**config.mk**
```make
export PLATFORM = sky130hd
export DESIGN_NAME = fetch_unit_flat
export DESIGN_NICKNAME = d
export VERILOG_FILES = /design/src/rtl/fetch_unit_if.sv /design/src/rtl/fetch_unit.sv /design/src/flat_wrapper.sv
export SDC_FILE = /design/constraint.sdc
export NUM_CORES = 1
export LEC_CHECK = 0
export CORE_MARGIN = 8
export CORE_UTILIZATION = 46
export DETAILED_ROUTE_END_ITERATION = 8
export GPL_ROUTABILITY_DRIVEN = 1
export PLACE_DENSITY = 0.93
export SYNTH_ARGS = -nofsm -noshare
export SYNTH_HDL_FRONTEND = slang
export SYNTH_SLANG_ARGS = --single-unit
```
**constraint.sdc**
```tcl
create_clock -name clk -period 2.6 [get_ports clk]
set_input_delay 0.52 -clock clk [delete_from_list [all_inputs] [get_ports clk]]
set_output_delay 0.52 -clock clk [all_outputs]
set_load 0.01 [all_outputs]
```
**src/rtl/fetch_unit_if.sv**
```systemverilog
// Instruction-memory fetch bus: the fetch unit drives the address, and memory
// answers with the instruction at that address in the same cycle.
interface fetch_unit_if #(
  parameter int ADDR_W  = 16,
  parameter int INSTR_W = 16
);
  logic [ADDR_W-1:0]  if_from_pc;
  logic [INSTR_W-1:0] if_instruction;

  modport master (output if_from_pc, input  if_instruction);
  modport slave  (input  if_from_pc, output if_instruction);
endinterface

```
**src/rtl/fetch_unit.sv**
```systemverilog
// Fetch stage: owns the PC, fetches from instruction memory and fills IF/ID.
// Handles stall, flush, branch redirect, and stops fetching after a halt instruction.
//
// state  | meaning
// BOOT   | first cycle after reset, PC and IF/ID hold
// RUN    | normal fetch; priority is branch > stall > normal capture
// HALTED | halt captured; PC frozen, IF/ID bubbles until a branch
module fetch_unit #(
  parameter int                  ADDR_W     = 16,
  parameter int                  INSTR_W    = 16,
  parameter logic [ADDR_W-1:0]   RESET_PC   = '0,
  parameter int                  PC_STEP    = 2,
  parameter logic [INSTR_W-1:0]  NOP_INSTR  = '0,
  parameter logic [INSTR_W-1:0]  HALT_INSTR = '1
) (
  input  logic                clk,
  input  logic                rst_n,
  fetch_unit_if.master        imem,
  input  logic                stall_i,
  input  logic                flush_i,
  input  logic                branch_taken_i,
  input  logic [ADDR_W-1:0]   branch_target_i,
  output logic [INSTR_W-1:0]  ifid_instruction_o,
  output logic [ADDR_W-1:0]   ifid_pc_o,
  output logic [ADDR_W-1:0]   ifid_pc_plus2_o,
  output logic                ifid_valid_o,
  output logic                halted_o
);

  typedef enum logic [1:0] {S_BOOT, S_RUN, S_HALTED} state_e;

  state_e               state_q, state_d;
  logic [ADDR_W-1:0]    pc_q, pc_d;
  logic [INSTR_W-1:0]   ifid_instr_q, ifid_instr_d;
  logic [ADDR_W-1:0]    ifid_pc_q, ifid_pc_d;
  logic [ADDR_W-1:0]    ifid_pc2_q, ifid_pc2_d;
  logic                 ifid_valid_q, ifid_valid_d;

  logic [ADDR_W-1:0]    pc_inc;
  logic [ADDR_W-1:0]    target_aligned;
  logic                 is_halt;

  assign pc_inc         = pc_q + ADDR_W'(PC_STEP);
  assign target_aligned = {branch_target_i[ADDR_W-1:1], 1'b0};
  assign is_halt        = (imem.if_instruction == HALT_INSTR);

  always_ff @(posedge clk or negedge rst_n) begin
    if (!rst_n) begin
      state_q      <= S_BOOT;
      pc_q         <= RESET_PC;
      ifid_instr_q <= NOP_INSTR;
      ifid_pc_q    <= '0;
      ifid_pc2_q   <= '0;
      ifid_valid_q <= 1'b0;
    end else begin
      state_q      <= state_d;
      pc_q         <= pc_d;
      ifid_instr_q <= ifid_instr_d;
      ifid_pc_q    <= ifid_pc_d;
      ifid_pc2_q   <= ifid_pc2_d;
      ifid_valid_q <= ifid_valid_d;
    end
  end

  always_comb begin
    state_d = state_q;
    case (state_q)
      S_BOOT:   state_d = S_RUN;
      S_RUN:    if (!branch_taken_i && !stall_i && !flush_i && is_halt) state_d = S_HALTED;
      S_HALTED: if (branch_taken_i) state_d = S_RUN;
      default:  state_d = S_BOOT;
    endcase
  end

  // A bubble keeps ifid_pc/ifid_pc_plus2 so the stage still reports where it sits.
  always_comb begin
    pc_d         = pc_q;
    ifid_instr_d = ifid_instr_q;
    ifid_pc_d    = ifid_pc_q;
    ifid_pc2_d   = ifid_pc2_q;
    ifid_valid_d = ifid_valid_q;
    halted_o     = (state_q == S_HALTED);
    case (state_q)
      S_RUN: begin
        if (branch_taken_i) begin
          pc_d         = target_aligned;
          ifid_instr_d = NOP_INSTR;
          ifid_valid_d = 1'b0;
        end else if (stall_i) begin
          if (flush_i) begin
            ifid_instr_d = NOP_INSTR;
            ifid_valid_d = 1'b0;
          end
        end else if (flush_i) begin
          pc_d         = pc_inc;
          ifid_instr_d = NOP_INSTR;
          ifid_valid_d = 1'b0;
        end else begin
          pc_d         = is_halt ? pc_q : pc_inc;
          ifid_instr_d = imem.if_instruction;
          ifid_pc_d    = pc_q;
          ifid_pc2_d   = pc_inc;
          ifid_valid_d = 1'b1;
        end
      end
      S_HALTED: begin
        if (branch_taken_i) pc_d = target_aligned;
        ifid_instr_d = NOP_INSTR;
        ifid_valid_d = 1'b0;
      end
      default: ;
    endcase
  end

  assign imem.if_from_pc = pc_q;
  assign ifid_instruction_o = ifid_instr_q;
  assign ifid_pc_o          = ifid_pc_q;
  assign ifid_pc_plus2_o    = ifid_pc2_q;
  assign ifid_valid_o       = ifid_valid_q;

endmodule

```
**src/flat_wrapper.sv**
```systemverilog
// flat-port wrapper written by rule: the top's interface ports become plain ports
module fetch_unit_flat 
#(
  parameter int                  ADDR_W     = 16,
  parameter int                  INSTR_W    = 16,
  parameter logic [ADDR_W-1:0]   RESET_PC   = '0,
  parameter int                  PC_STEP    = 2,
  parameter logic [INSTR_W-1:0]  NOP_INSTR  = '0,
  parameter logic [INSTR_W-1:0]  HALT_INSTR = '1
)
  (clk, rst_n, stall_i, flush_i, branch_taken_i, branch_target_i, ifid_instruction_o, ifid_pc_o, ifid_pc_plus2_o, ifid_valid_o, halted_o, imem_if_from_pc, imem_if_instruction);
  fetch_unit_if #(.ADDR_W(ADDR_W), .INSTR_W(INSTR_W)) imem_i ();
  input  logic clk;
  input  logic rst_n;
  input  logic stall_i;
  input  logic flush_i;
  input  logic branch_taken_i;
  input  logic [ADDR_W-1:0] branch_target_i;
  output logic [INSTR_W-1:0] ifid_instruction_o;
  output logic [ADDR_W-1:0] ifid_pc_o;
  output logic [ADDR_W-1:0] ifid_pc_plus2_o;
  output logic ifid_valid_o;
  output logic halted_o;
  output wire logic [$bits(imem_i.if_from_pc)-1:0] imem_if_from_pc;
  input wire logic [$bits(imem_i.if_instruction)-1:0] imem_if_instruction;
  assign imem_if_from_pc = imem_i.if_from_pc;
  assign imem_i.if_instruction = imem_if_instruction;
  fetch_unit #(.ADDR_W(ADDR_W), .INSTR_W(INSTR_W), .RESET_PC(RESET_PC), .PC_STEP(PC_STEP), .NOP_INSTR(NOP_INSTR), .HALT_INSTR(HALT_INSTR)) u_core (.clk(clk), .rst_n(rst_n), .imem(imem_i), .stall_i(stall_i), .flush_i(flush_i), .branch_taken_i(branch_taken_i), .branch_target_i(branch_target_i), .ifid_instruction_o(ifid_instruction_o), .ifid_pc_o(ifid_pc_o), .ifid_pc_plus2_o(ifid_pc_plus2_o), .ifid_valid_o(ifid_valid_o), .halted_o(halted_o));
endmodule
```
# Yosys cells after proc, flatten, opt, wreduce, memory -nomap -nowiden
# Index checks and enable logic that the tools add are counted.
# classes
eq_ne,8
n_reduce_logical,12
n_addsub,1
mux,19
bitwise_logic,3
# op_table
op,count
two-way mux 16 bit,9
case mux 16 bit (2 select lines),2
adder 16 x 2 -> 16 bit (second input constant),1
equality test 16 bit (second input constant),1
!= test 4 bit (second input constant),2
AND reduction 4 bit,2
case mux 2 bit (3 select lines),1
two-way mux 1 bit,4
two-way mux 2 bit,2
AND reduction 2 bit,2
logical AND 1 bit,3
zero test 1 bit,3
!= test 3 bit (second input constant),1
inverter 1 bit,3
equality test 2 x 1 -> 1 bit (second input constant),1
equality test 2 bit (second input constant),1
zero test 2 bit,1
!= test 2 x 1 -> 1 bit (second input constant),1
!= test 2 bit (second input constant),1
case mux 1 bit (2 select lines),1
nonzero test 2 bit,1
# totals
word_cells,49
out_inout_bits,66
ff_bits,67
input_bits,37

# Depth between registers and ports, before layout
# Gate-level depths: netlist of the first run.
# logic_depth
word_depth,6
ltp_mapped,8
mapped_depth_nobuf,7

# Worst setup path before layout of the first run
# OpenSTA, ideal clock, no wires.
# synth_timing
path_kind,flip-flop to flip-flop
startpoint,register u_core.state_q[0]
endpoint,register u_core.ifid_instr_q[0] (netlist: u_core.ifid_instruction_o[0])
slack_ns,0.736
arrival_time_ns,1.799
setup_ns,0.065
t_required_ns,2.535
stages_incl_launch_ff,8
synth_period_minus_slack_ns,1.864
cell_sequence,dfrtp_1 inv_1 ha_1 or2_1 buf_6 nor4b_4 buf_6 a22o_1
# synth_between
elab_chain_len,3
# synth_lines
item,line,text
start: declaration,fetch_unit.sv:32,"state_e state_q, state_d;"
start signal: assignment,fetch_unit.sv:56,state_q <= state_d;
equality test 2 bit *,--,
via halted_o,flat_wrapper.sv:23,output logic halted_o;
nonzero test 2 bit (no line),--,
AND reduction 2 bit (no line),--,
end signal: assignment,fetch_unit.sv:58,ifid_instr_q <= ifid_instr_d;
end: declaration,fetch_unit.sv:34,"logic [INSTR_W-1:0] ifid_instr_q, ifid_instr_d;"
# The timed path passes the listed nets; every way through them passes the cells marked *.
# A chain may end at the register's enable or synchronous reset.

# Final worst setup path of the first run
# layout_timing
startpoint,register u_core.state_q[0]
endpoint,output halted_o
# layout_between
elab_chain_len,1
# layout_lines
item,line,text
equality test 2 bit,fetch_unit.sv:82,halted_o = (state_q == S_HALTED);
end: declaration,flat_wrapper.sv:23,
# Every way passes these cells.

==> results of run 1 <==
synthesized netlist by cell type (2+ instances only):
cell / n / area, um^2
nor3b_1: 2 / 15.0
clkbuf_1: 7 / 26.3
nand4_1: 6 / 37.5
ha_1: 5 / 62.6
a31oi_1: 3 / 18.8
buf_6: 2 / 22.5
a22o_1: 16 / 140
o21ai_0: 8 / 40.0
nand3_1: 8 / 40.0
xor2_1: 8 / 70.1
and3_1: 5 / 31.3
mux2_2: 16 / 180
a21oi_1: 34 / 170
and4_1: 2 / 17.5
a21o_1: 2 / 15.0
buf_2: 8 / 40.0
inv_1: 4 / 15.0
nand2_1: 28 / 105
xnor2_1: 5 / 43.8
nor2_1: 19 / 71.3
buf_4: 5 / 37.5
o22ai_1: 8 / 50.1
dfrtp_1: 64 / 1600
critical path: stages, from the launching register on:
cell and delay [ns]:
dfrtp_1 0.42, inv_1 0.09, ha_1 0.28, clkdlybuf4s50_1 0.58
state kept, by name (all words and copies together), names as in the netlist:
signal and count:
u_core.ifid_instruction_o 16, u_core.ifid_pc_o 15, u_core.ifid_pc_plus2_o 15, u_core.imem.if_from_pc 15, u_core.state_q 2, u_core.ifid_valid_o 1
power breakdown:
group | switching [mW] | internal, mW | leakage (nW) | total [mW]
Combinational | 1.11 | 1.31 | 0.929 | 2.43
Clock | 0.383 | 0.561 | 0.112 | 0.944
Sequential | 0.407 | 1.42 | 0.766 | 1.83
Total | 1.90 | 3.30 | 1.81 | 5.20
area by class of cell:
cell class                 count  area share (%)
timing repair buffer         108            24.5
clock inverter                 6            1.92
multi-input combinational    198            30.5
tap                           77            2.24
clock buffer                  10            3.21
sequential                    64            37.3
inverter                       4           0.350
kinds of logic (layout without fill, tap and decap cells):
group	Yosys count	count (layout)	synth area share (%)
xor gates and xnor gates	13	13	3.74
DFF	64	64	52.7
muxes	18	18	6.63
adders and majority gates	5	5	2.06
buffers and inverters	26	128	4.65
AOI/OAI and AO/OA	79	79	16.4
other	1	3	0.123
and+or+nand+nor	80	80	13.7
worst max path at each step:
stage,from,end,depth (start not counted)
2_1_floorplan,u_core.state_q[0]$_DFFE_PN0P_,u_core.ifid_instruction_o[0]$_DFFE_PN0P_,7
5_1_grt,u_core.state_q[0]$_DFFE_PN0P_,halted_o,3
3_3_place_gp,imem_if_instruction[0],u_core.state_q[1]$_DFFE_PN0P_,6
4_1_cts,u_core.state_q[0]$_DFFE_PN0P_,halted_o,3
3_5_place_dp,imem_if_instruction[0],u_core.state_q[1]$_DFFE_PN0P_,6
6_report,u_core.state_q[0]$_DFFE_PN0P_,halted_o,3
routing by layer:
metal / routed length [um] / share of wire [%] / global-route usage, %
met5: 0 / 0 / 0
met4: 186 / 2.3 / 7.46
met3: 648 / 8.1 / 7.33
met2: 3860 / 48 / 27.9
met1: 3300 / 41 / 19.7
per-stage QoR:
| step | instances | power [mW] | worst slack [ns] | utilization, % |
|---|---|---|---|---|
| final | 467 | 5.20 | 0.370 | 67.2 |
| after global routing | 467 | 5.56 | 0.261 | 67.2 |
| after CTS | 467 | 5.25 | 0.343 | 67.2 |
| after detailed placement | 451 | 4.27 | 0.127 | 63.8 |
| after global placement | 451 | 4.16 | 0.172 | 63.8 |
| after floorplan | 288 | 3.03 | 0.736 | - |
==> impl_metrics.yaml, run 1 <==
final_layout:
  final_layout_size_suffix_gt1_share_pct: 12.8
  area_used_by_multi_input_combinational_logic_mm2: 0.00131
  areaGrowthSynthToFinish_pct: 41.2
  finalInstanceArea_mm2: 0.00429
  final_cell_mix: "clkdlybuf4s50_1 (97), dfrtp_1 (64), a21oi_1 (34), nand2_1 (28), nor2_1 (18)"
  antennaDiodeCount: 0
  num-nets-final: 427
  seq_area_mm2: 0.00160
  final.fill_count: 505
  final_common_cell: "clkdlybuf4s50_1"
floorplanning:
  num_io_pins: 103
  placement_rows: 29
  die_h_um: 97.3
  start_util_pct: 47.6
  fp.dieW_um: 97.3
  design.core.area_mm2: 0.00639
  die_area_mm2: 0.00947
flow_run:
  maxCapViolCount: 0
sta:
  final_max_tran_viols: 0
  fin_setup_tns_ns: 0
  setup_repair_after_global_routing_missed_its_margin: "false"
  timing_worst_slew_pin_value_ns: 0.797
  finalCritPeriodShare_pct: 85.8
  final.setup_skew_ns: 0.0109
  slew-limit-headroom_pct: 46.9
  finalSetupViolCount: 0
  fmax_ghz: 0.448
  period_needed_ns: 2.23
  fin_hold_ws_ns: 0.358
  hold_viol_final: 0
global_routing:
  antenna_found_initial: 0
  globalRoute.totalOverflow: 0
  first_pass_grt_wire_length_mm: 13.6
  first_global_vias: 2765
  grt_max_degree: 65
  grtUsageTotal_pct: 17.4
clocking:
  clk_pin_slew_ns: 0.07
  cts_root_buf: "clkbuf_8"
  post_cts_buffers: 0
  postCtsResizedCells: 0
  clock_tree_from_tritoncts: "done"
  cts.htree.levels: 3
  cts_hold_buffers: 0
  clk-insertion-delay-late_ns: 0.34
  clockBufferDepth: 2
  cts_made_buffers: 9
  number_of_sinks_on_the_clock_net: 64
placed_design:
  portbufs: 98
  post-dp-hpwl_mm: 5.79
  dpl_cell_area_mm2: 0.00407
  place.gp.congestion: 0.789
synth:
  syn-instance-count: 286
  netlist_area_mm2: 0.00304
  synth.yosys.seq_area_share_pct: 52.7
  postSynth.topFlopCell: "dfrtp_1"
  avgSynthCellArea_um2: 10.6
  synth_warnings: 0
  ys_types: 44
  synth-edff-count: 0
  async_reset_ff_share_pct: 100
  synth.ff_latch_count: 64
routing:
  drcViolationCount: 0
  detail-route-antenna-nets: 0
  drt-wirelength-per-cell_um: 17.1
  route.final.wire_length_mm: 7.99
  first_pass_iters: 4
  drtIter0Drc: 163
  viasPerCell: 5.48
  via_count: 2561
critical_path:
  reg2reg_depth: 8
  crit_path_start_kind: "register"
  reg2reg_slack_ns: 0.56
  regToRegStartpoint: "u_core.state_q[1]$_DFFE_PN0P_"
  worst_setup_path_end_kind: "output port"
  critPathMaxFanout: 7
  critPathArrivalTime_ns: 1.71
  worst-endpoint-required_ns: 2.08
  timing_worst_setup_path_type: "register to output port"
  regToRegEndpoint: "u_core.ifid_pc_plus2_o[12]$_DFFE_PN0P_"
outcome:
  outcome: "finished, final reports clean"
power_and_ir_drop:
  static-leakage-power_nw: 1.81
  power-per-cell-area_mw_per_mm2: 1210
  irDropWorstVdd_uv: 644
worst_hold_path:
  min-delay-path-class: "input pin to async pin"
(Power assumes the default switching activity.)
==> run 2, diff against run 1 <==
Settings changed: CAP_MARGIN set to 0, GPL_TIMING_DRIVEN set to 0, SLEW_MARGIN set to 40.
==> impl_metrics.yaml, run 2 (synthesis results as in run 1) <==
outcome:
  outcome: "finished, final reports clean"
clocking:
  cts.htree.levels: 3
  cts_root_buf: "clkbuf_8"
  clk-insertion-delay-late_ns: 0.35
  clockBufferDepth: 2
  cts_hold_buffers: 0
  post_cts_buffers: 0
  number_of_sinks_on_the_clock_net: 64
  clk_pin_slew_ns: 0.07
  cts_made_buffers: 9
  postCtsResizedCells: 0
  clock_tree_from_tritoncts: "done"
floorplanning:
  start_util_pct: 47.6
  design.core.area_mm2: 0.00639
  die_area_mm2: 0.00947
  num_io_pins: 103
  fp.dieW_um: 97.3
  placement_rows: 29
  die_h_um: 97.3
power_and_ir_drop:
  power.sequential.fraction_pct: 34.0
  clock_network_power_share_pct: 18.0
  static-leakage-power_nw: 1.85
  power-per-cell-area_mw_per_mm2: 1210
  irDropWorstVdd_uv: 689
  total_switching_power_mw: 1.97
  internal_power_mw: 3.30
  switching_share_of_power_pct: 37.3
  combPwrFrac_pct: 48.0
sta:
  hold_viol_final: 0
  timing_worst_slew_pin_value_ns: 0.555
  setup_repair_after_global_routing_missed_its_margin: "false"
  final_max_tran_viols: 0
  final.setup_skew_ns: 0.0126
  fmax_ghz: 0.449
  period_needed_ns: 2.23
  finalSetupViolCount: 0
  slew-limit-headroom_pct: 62.9
  fin_setup_tns_ns: 0
  finalCritPeriodShare_pct: 85.6
final_layout:
  antennaDiodeCount: 0
  final_layout_size_suffix_gt1_share_pct: 13.7
  areaGrowthSynthToFinish_pct: 43.2
  final_cell_mix: "clkdlybuf4s50_1 (96), dfrtp_1 (64), a21oi_1 (34), nand2_1 (28), nor2_1 (19)"
  largest_register_ff_count: 16
  final_common_cell: "clkdlybuf4s50_1"
  final.fill_count: 492
  num-nets-final: 439
  core_utilization_of_the_finished_layout_pct: 68.2
global_routing:
  grt_max_degree: 38
  antenna_found_initial: 0
  first_pass_grt_wire_length_mm: 14.1
  globalRoute.totalOverflow: 0
  first_global_vias: 2807
  grtUsageTotal_pct: 18.1
critical_path:
  critPathMaxFanout: 7
  crit_path_start_kind: "register"
  critPathArrivalTime_ns: 1.71
  worst_setup_path_end_kind: "output port"
  timing_worst_setup_path_type: "register to output port"
  worst-endpoint-required_ns: 2.08
routing:
  route.final.wire_length_mm: 8.39
  first_pass_iters: 5
  via_count: 2679
  drtIter0Drc: 197
  viasPerCell: 5.59
  drt-wirelength-per-cell_um: 17.5
  drcViolationCount: 0
  detail-route-antenna-nets: 0
placed_design:
  place.gp.congestion: 0.836
  post-dp-hpwl_mm: 6.27
  portbufs: 97
worst_hold_path:
  min-delay-path-class: "input pin to async pin"
flow_run:
  maxCapViolCount: 0
## run 2: routing by layer
| metal | track usage, % | vias up | part of all wire [%] |
|---|---|---|---|
| met1 | 21.1 | 1265 | 39 |
| met3 | 7.54 | 16 | 11 |
| met5 | 0 | - | 0 |
| met4 | 7.11 | 0 | 1.8 |
| met2 | 29.0 | 156 | 49 |
| li1 | - | 1242 | - |
## run 2: per-stage QoR
stage	hold slack, ns	total power [mW]	instance area, um^2	std cells	setup WS, ns
final	0.0857	5.26	4350	479	0.374
after global routing	0.0939	5.62	4350	479	0.286
after CTS	0.0786	5.30	4350	479	0.362
after detailed placement	0.462	4.32	4130	463	0.0978
after global placement	0.468	4.21	4120	462	-0.984
after floorplan	0.224	3.03	3050	288	0.736
## run 2: power groups by stage
stage	Sequential [mW]	Combinational (mW)	Clock, mW
6_report	1.79	2.53	0.949
5_1_grt	1.86	2.74	1.02
4_1_cts	1.79	2.54	0.969
3_5_place_dp	1.80	2.52	0
3_3_place_gp	1.77	2.44	0
2_1_floorplan	1.93	1.10	0
## run 2: path summary, 6_finish.rpt
path                                                                 end                              from  slack, ns  cells past startpoint
worst max register to register    u_core.imem.if_from_pc[12]$_DFFE_PN0P_     u_core.state_q[0]$_DFFE_PN0P_       0.46                      7
worst min register to register          u_core.ifid_pc_o[11]$_DFFE_PN0P_  u_core.ifid_pc_o[11]$_DFFE_PN0P_       0.49                      1
worst max-delay path                                            halted_o     u_core.state_q[0]$_DFFE_PN0P_       0.37                      3
max in group asynchronous       u_core.ifid_instruction_o[6]$_DFFE_PN0P_                             rst_n       2.00                      2
min in group clk                        u_core.ifid_pc_o[11]$_DFFE_PN0P_  u_core.ifid_pc_o[11]$_DFFE_PN0P_       0.49                      1
worst min-delay path               u_core.ifid_pc_plus2_o[3]$_DFFE_PN0P_                             rst_n       0.09                      1
## run 2: final cells by class
| cell class | count | area [um^2] | area share [%] |
|---|---|---|---|
| buffer | 22 | 126 | 2.90 |
| clock buffer | 9 | 124 | 2.85 |
| clock inverter | 7 | 96.3 | 2.21 |
| inverter | 4 | 15.0 | 0.345 |
| multi-input combinational | 198 | 1310 | 30.0 |
| sequential | 64 | 1600 | 36.8 |
| tap | 77 | 96.3 | 2.21 |
| timing repair buffer | 98 | 988 | 22.7 |
## run 2: worst max-delay path, cell delays in order, from the launching register on
cell and delay [ns]:
dfrtp_1 0.41, inv_1 0.09, ha_1 0.28, clkdlybuf4s50_1 0.58
==> run 3, diff against run 2 <==
Settings changed: ABC_CLOCK_PERIOD_IN_PS set to 2600, HOLD_SLACK_MARGIN set to 0.02.
==> results of run 3 <==
Final layout, timing and power as in run 2 (identical DEF).
